<file path="config.mk">
export PLATFORM = sky130hd
export DESIGN_NAME = cpu_tick_generator
export DESIGN_NICKNAME = d
export VERILOG_FILES = /design/src/rtl/cpu_tick_generator.sv
export SDC_FILE = /design/constraint.sdc
export NUM_CORES = 1
export LEC_CHECK = 0
export ABC_AREA = 1
export BUFFER_PORTS_ARGS = -buffer_cell sky130_fd_sc_hd__buf_2
export CAP_MARGIN = 5
export CORE_UTILIZATION = 40
export CTS_BUF_LIST = sky130_fd_sc_hd__clkbuf_16
export DETAILED_ROUTE_END_ITERATION = 7
export PLACE_DENSITY = 0.64
export RECOVER_POWER = 50
export REMOVE_ABC_BUFFERS = 1
export SLEW_MARGIN = 0
export SYNTH_ARGS = -nofsm -noshare
export SYNTH_HDL_FRONTEND = slang
export SYNTH_SLANG_ARGS = --single-unit
</file>
<file path="constraint.sdc">
create_clock -name MAIN_CLOCK -period 4.6 [get_ports MAIN_CLOCK]
set_clock_uncertainty 0.05 [all_clocks]
set_input_delay 0.46 -clock MAIN_CLOCK [delete_from_list [all_inputs] [get_ports MAIN_CLOCK]]
set_output_delay 0.46 -clock MAIN_CLOCK [all_outputs]
set_load 0.1 [all_outputs]
</file>
<file path="src/rtl/cpu_tick_generator.sv">
// CPU tick generator: divides MAIN_CLOCK into TICK with run/halt/step modes and a sticky finish state.
// Define TICK_CYCLE_COUNTER_EN to build the saturating CYCLE_COUNT counter; otherwise CYCLE_COUNT is tied to 0.
module cpu_tick_generator #(
  parameter int unsigned DIV_WIDTH = 8,
  parameter int unsigned CNT_WIDTH = 32
) (
  input  logic                 MAIN_CLOCK,
  input  logic                 RESET,
  input  logic [DIV_WIDTH-1:0] DIVIDE,
  input  logic [1:0]           MODE,
  input  logic                 STEP_REQ,
  input  logic                 PROCESS_FINISHED,
  output logic                 TICK,
  output logic                 TICK_RISE,
  output logic                 RUNNING,
  output logic                 DONE,
  output logic [CNT_WIDTH-1:0] CYCLE_COUNT
);

  localparam logic [1:0] MODE_RUN  = 2'b01;
  localparam logic [1:0] MODE_STEP = 2'b10;

  typedef enum logic [1:0] {
    ST_HALTED,
    ST_RUN,
    ST_STEP,
    ST_FINISHED
  } state_t;

  state_t               r_state;
  logic [DIV_WIDTH-1:0] r_cnt;
  logic [DIV_WIDTH-1:0] r_div;
  logic                 r_tick;
  logic                 r_rise;
  logic                 r_running;
  logic                 r_done;
  logic                 r_halt_pend;

  logic                 w_toggle;
  logic                 w_rise;

  assign w_toggle = (r_cnt == r_div);

  // TICK goes 0->1 on the coming edge; shared by the strobe and the cycle counter
  assign w_rise = !PROCESS_FINISHED && !r_tick && w_toggle &&
                  (((r_state == ST_RUN) && (MODE == MODE_RUN)) || (r_state == ST_STEP));

  always_ff @(posedge MAIN_CLOCK or posedge RESET) begin
    if (RESET) begin
      r_state     <= ST_HALTED;
      r_cnt       <= '0;
      r_div       <= '0;
      r_tick      <= 1'b0;
      r_rise      <= 1'b0;
      r_running   <= 1'b0;
      r_done      <= 1'b0;
      r_halt_pend <= 1'b0;
    end else begin
      r_rise <= w_rise;
      if (PROCESS_FINISHED) begin
        r_state     <= ST_FINISHED;
        r_cnt       <= '0;
        r_tick      <= 1'b0;
        r_running   <= 1'b0;
        r_done      <= 1'b1;
        r_halt_pend <= 1'b0;
      end else begin
        unique case (r_state)
          ST_HALTED: begin
            r_cnt       <= '0;
            r_halt_pend <= 1'b0;
            if (MODE == MODE_RUN) begin
              r_state   <= ST_RUN;
              r_running <= 1'b1;
              r_div     <= DIVIDE;
            end else if ((MODE == MODE_STEP) && STEP_REQ) begin
              r_state   <= ST_STEP;
              r_running <= 1'b1;
              r_div     <= DIVIDE;
            end
          end
          ST_RUN: begin
            if (!r_tick && (MODE != MODE_RUN)) begin
              r_state   <= ST_HALTED;
              r_running <= 1'b0;
              r_cnt     <= '0;
            end else begin
              // A halt request during the high phase waits for the scheduled falling edge
              if (MODE != MODE_RUN) r_halt_pend <= 1'b1;
              if (w_toggle) begin
                r_cnt  <= '0;
                r_div  <= DIVIDE;
                r_tick <= ~r_tick;
                if (r_tick && (r_halt_pend || (MODE != MODE_RUN))) begin
                  r_state     <= ST_HALTED;
                  r_running   <= 1'b0;
                  r_halt_pend <= 1'b0;
                end
              end else begin
                r_cnt <= r_cnt + DIV_WIDTH'(1);
              end
            end
          end
          ST_STEP: begin
            if (w_toggle) begin
              r_cnt  <= '0;
              r_div  <= DIVIDE;
              r_tick <= ~r_tick;
              if (r_tick) begin
                r_state   <= ST_HALTED;
                r_running <= 1'b0;
              end
            end else begin
              r_cnt <= r_cnt + DIV_WIDTH'(1);
            end
          end
          ST_FINISHED: begin
            r_tick    <= 1'b0;
            r_running <= 1'b0;
            r_done    <= 1'b1;
          end
        endcase
      end
    end
  end

  assign TICK      = r_tick;
  assign TICK_RISE = r_rise;
  assign RUNNING   = r_running;
  assign DONE      = r_done;

`ifdef TICK_CYCLE_COUNTER_EN
  logic [CNT_WIDTH-1:0] r_count;

  // Saturating count of TICK rising edges
  always_ff @(posedge MAIN_CLOCK or posedge RESET) begin
    if (RESET) begin
      r_count <= '0;
    end else if (w_rise && (r_count != {CNT_WIDTH{1'b1}})) begin
      r_count <= r_count + CNT_WIDTH'(1);
    end
  end

  assign CYCLE_COUNT = r_count;
`else
  assign CYCLE_COUNT = '0;
`endif

endmodule
</file>
* Word-level counts from Yosys, hierarchy flattened *
Cells that the tools add are included.

storage, ports and cells
  input port bits = 14
  flip-flop bits (word level) = 23
  logic and storage cells = 87
  bits in latches = 0
  memories kept = 0
  output and inout port bits = 36
  RAM bits = 0
  ROM bits = 0

operators by class
  muxes and demuxes = 39
  reduce and logical (&&, ||, !) cells = 22
  div/mod/pow operators = 0
  shifts and indexed selects = 0
  add/sub/neg operators = 1
  $mul = 0
  bitwise gates (word level) = 2
  order comparisons = 0
  eq/ne operators = 15

operator list
  operator                                                         number
  8-bit 2-to-1 mux                                                 7
  8-bit case mux with 3 select lines                               2
  1-bit 2-to-1 mux                                                 18
  2-bit 2-to-1 mux                                                 8
  3-bit != test, second input constant                             4
  8-bit by 1-bit adder with 8-bit output, second input constant    1
  8-bit == test                                                    1
  4-bit nonzero test                                               2
  1-bit logical AND                                                7
  2-bit == test, second input constant                             3
  2-bit case mux with 3 select lines                               1
  6-bit AND reduction                                              1
  3-bit nonzero test                                               2
  5-bit AND reduction                                              1
  2-bit by 1-bit == test with 1-bit output, second input constant  2
  4-bit by 2-bit != test with 1-bit output, second input constant  1
  4-bit by 3-bit != test with 1-bit output, second input constant  1
  4-bit != test, second input constant                             1
  1-bit case mux with 4 select lines                               1
  2-bit AND reduction                                              2
  4-bit AND reduction                                              1
  1-bit case mux with 3 select lines                               1
  1-bit zero test                                                  2
  2-bit zero test                                                  1
  6 further kinds                                                  8

* Logic depth before layout (Yosys ltp) *
  depth after elaboration = 8
  mapped depth = 10
  depth with buffers taken out = 10

* Least setup slack after synthesis *
OpenSTA, ideal clock, no wires.

  path kind = flip-flop to flip-flop
  from = reg r_tick (netlist: TICK)
  to = reg r_div[0]
  path buffers = 0
  setup slack = 2,745 ps
  clock period less this slack = 1,855 ps
  arrival = 1,689 ps
  required time = 4,433 ps
  cell stages (with the launch flop) = 8
  path through = dfrtp_1 inv_2 nand2_2 o21ai_2 a31oi_4 nand2_4 nand2_1 nand2_1

between the ends
  cells in the longest elaborated chain, start to end = 4

ends and longest elaborated chain
  item                           line  text
  start, declared                33    logic r_tick;
  start signal, assigned         93    r_tick <= ~r_tick;
  start signal, assigned         108   r_tick <= ~r_tick;
  1-bit zero test                83    if (!r_tick && (MODE != MODE_RUN)) begin
  1-bit logical AND              83
  2-bit != test (no line)        --
  4-bit AND reduction (no line)  --
  end signal, assigned           75    r_div <= DIVIDE;
  end signal, assigned           79    r_div <= DIVIDE;
  end signal, assigned           92    r_div <= DIVIDE;
  end, declared                  32    logic [DIV_WIDTH-1:0] r_div;

No other way between the ends.
A chain may end at the register's enable or synchronous reset.

* Worst setup path in the final report *
  from = reg r_state[1]
  to = reg r_cnt[6]

between the ends
  cells in the longest elaborated chain, start to end = 3

ends and longest elaborated chain
  item                                         line  text
  start, declared                              30    state_t r_state;
  start signal, assigned                       50    r_state <= ST_HALTED;
  start signal, assigned                       61    r_state <= ST_FINISHED;
  start signal, assigned                       73    r_state <= ST_RUN;
  2-bit == test, or another cell as far along  68    unique case (r_state)
  8-bit case mux with 3 select lines           68
  8-bit 2-to-1 mux                             60    if (PROCESS_FINISHED) begin
  end signal, assigned                         100   r_cnt <= r_cnt + DIV_WIDTH'(1);
  end signal, assigned                         114   r_cnt <= r_cnt + DIV_WIDTH'(1);
  end, declared                                31    logic [DIV_WIDTH-1:0] r_cnt;

Parallel ways exist; a longest one is shown, timed or not.

==> metrics.md <==
| Metric | Value |
|---|---|
| Status | finished clean |
| Number of nets in the layout | 264 |
| Crit path max fanout | 11 |
| Non-Filler Instances | 293 |
| Root buffer cell | clkbuf_16 |
| Headroom to the max-slew limit | 0.410 |
| Placed instance count | 289 |
| Hold Buf Count CTS | 0 |
| Power Dens Cells | 644 nW/um^2 |
| Endpoints failing hold | 0 |
| CTS tree | done |
| Layout cells sized above 1 | 0.198 |
| Post-detail-place hpwl | 2350 um |
| Worst EP required | 4.70 ns |
| Routed via count | 1328 |
| M1 GR Usage | 0.201 |
| Seq/Total Area, Yosys | 0.339 |
| Worst Setup Path Type | flop to flop |
| Area grow syn2layout | 5.45% |
| Pre-antenna DRT Iters | 4 |
| Most Crowded Layer GR | met2 |
| Post-route cell area | 1790 um^2 |
| Largest net degree at the start of global routing | 24 |
| H-tree Lvls | 1 |
| Die area | 4510 um^2 |
| Hold crit path type | input port to async pin |
| Via density | 4.53 |
| Die H | 67.2 um |
| Hold_ws | 0.331 ns |
| Vias in the first global route | 1172 |
| #FFs+latches synth | 23 |
| Most used flip-flop cell after synthesis | dfrtp_1 |
| Setup TNS | 0 ns |
| Met3 Track Usage GR | 0.0405 |
| CP top delay family | simple AND/OR/NAND/NOR gates |
| Clock Latency Late Sink | 0.26 ns |
| Max-slew violation count | 0 |
| Post-CTS resize count | 0 |
| Max_cap viols | 0 |
| Crit start category | flop |
| Buf+Inv Stages, Crit Path | 1 |
| Power Total | 1.15 mW |
| EDFF count, synth | 0 |
| Post-CTS Setup Inserts | 0 |
| Layout fillers | 425 |
| Crit share post-route | 0.396 |
| Most instantiated cells after synthesis | nand2_1 (60), buf_4 (32), dfrtp_1 (23), inv_1 (19) |
| Clock slew at reported path FFs | 0.06 ns |
| CP dominant cell by count | nor2_1 |
| Synthesized instance count | 224 |
| Register area | 576 um^2 |
| Area leader, netlist | dfrtp_1 |
| Gr usage total | 0.156 |
| Max VDD drop | 0.346 mV |
| YS warnings | 0 |
| Final setup vio count | 0 |
| I/O pin count | 50 |
| Top-area cell type share of the netlist area | 0.339 |
| Drt wl/cell | 10.7 um |
| Initial Util | 0.422 |
| # diodes | 0 |
| Synth Cell Area | 1700 um^2 |
| Slowest-stage cell, CP | dfrtp_1 |
| FFs w/ async S/R, synth | 1.00 |
| Peak Freq | 0.549 GHz |
| Ranking of synthesized cells by area | dfrtp_1 (34%), buf_4 (14%), nand2_1 (13%) |
| CP Capture Type | flop |
| Routed Wire Length | 3120 um |
| Crit-path max cell delay | 0.40 ns |
| Critical-path cell list | inv_1, ha_1, nor2_1, nand3_2, nand2_1, nor2_1, xor2_1, nor2_2 |
| Slew @ Worst Pin | 0.885 ns |
| Most common cell in the synthesized netlist | nand2_1 |
| Antenna-violating nets left | 0 |
| Gpl congestion | 0.855 |
| RSZ-0062 raised after global routing | no |
| Residual DRC | 0 |
| Initial antenna violation count | 0 |
| Port Buffer Count | 17 |
| Period minus WS final | 1.82 ns |
| Met2 Use GR | 0.258 |
| CTS max path bufs | 2 |
| Global-route wire length before repair | 5280 um |
| DR iter-0 viols | 73 |
| Total CTS buffers | 3 |
| Leak | 0.972 nW |
| Row Count | 23 |
| Die Wd | 67.2 um |
| Syn avg cell area | 7.59 um^2 |
| Synth cell types | 24 |
| Area of the multi-input gates | 887 um^2 |
| Clock Sinks | 23 |
| Crit path DAT | 1.92 ns |
| Core footprint | 4030 um^2 |
| GRT overflow | 0 |
| Placed Area | 1710 um^2 |
-- layout by cell type (no fill, tap or decap) --
cell / n
inv_2: 8
xnor2_1: 3
nand2_1: 60
ha_1: 6
a21oi_1: 2
o21ai_2: 1
nor2_2: 8
nand3_2: 3
nor2_1: 14
dfrtp_1: 23
clkbuf_16: 3
nand3_1: 14
nand2_2: 2
o21ai_0: 7
conb_1: 32
clkinv_2: 1
a31oi_4: 1
nand3b_1: 1
o22ai_1: 2
o21ai_1: 2
nand2_4: 4
xor2_1: 5
buf_2: 17
nand4_1: 5
inv_1: 19
-- routing by layer --
layer | vias to the layer above | routed length [um]
li1 | 670 | -
met1 | 614 | 1420
met2 | 42 | 1520
met3 | 2 | 164
met4 | 0 | 19
met5 | - | 0
-- registers in the layout, summed over array words and instances, names as in the netlist --
name	count
DONE	1
TICK	1
RUNNING	1
r_halt_pend	1
r_state	2
TICK_RISE	1
r_div	8
r_cnt	8
-- area by class of cell --
class | count | area share
clock buffer | 3 | 0.0419
timing repair buffer | 17 | 0.0475
clock inverter | 1 | 0.00279
multi-input combinational | 172 | 0.495
sequential | 23 | 0.321
tap | 50 | 0.0349
inverter | 27 | 0.0566
-- final timing paths --
| check | startpoint | end | slack (ns) | depth (start not counted) |
|---|---|---|---|---|
| hold reg to reg | RUNNING$_DFFE_PP0P_ | RUNNING$_DFFE_PP0P_ | 0.43 | 2 |
| max in group asynchronous | RESET | r_cnt[7]$_DFFE_PP0N_ | 3.62 | 2 |
| min in group MAIN_CLOCK | DIVIDE[2] | r_div[2]$_DFFE_PP0P_ | 0.38 | 3 |
| hold / removal | RESET | r_div[2]$_DFFE_PP0P_ | 0.33 | 2 |
| setup / recovery | r_state[1]$_DFFE_PP0P_ | r_cnt[6]$_DFFE_PP0N_ | 2.78 | 8 |
| setup reg to reg | r_state[1]$_DFFE_PP0P_ | r_cnt[6]$_DFFE_PP0N_ | 2.78 | 8 |
-- report_power, final --
group          total [mW]  internal, mW  switching [mW]
Sequential          0.311         0.262          0.0486
Combinational       0.651         0.163           0.489
Clock               0.192         0.117          0.0753
-- through the flow --
step / setup WS (ns) / util
2_1_floorplan: 2.74 / -
3_3_place_gp: 2.80 / 0.425
3_5_place_dp: 2.78 / 0.425
4_1_cts: 2.77 / 0.445
5_1_grt: 2.54 / 0.445
6_report: 2.78 / 0.445
-- cells by family after synthesis --
logic type                 count (synthesis)  synth area share
xor gates and xnor gates                   8            0.0412
DFF                                       23             0.339
AOI/OAI and AO/OA                         15            0.0574
other                                      1           0.00221
adders and majority gates                  6            0.0442
and+or+nand+nor                          111             0.309
buffers and inverters                     60             0.208
Note: power is estimated with default switching activity, not from simulation.
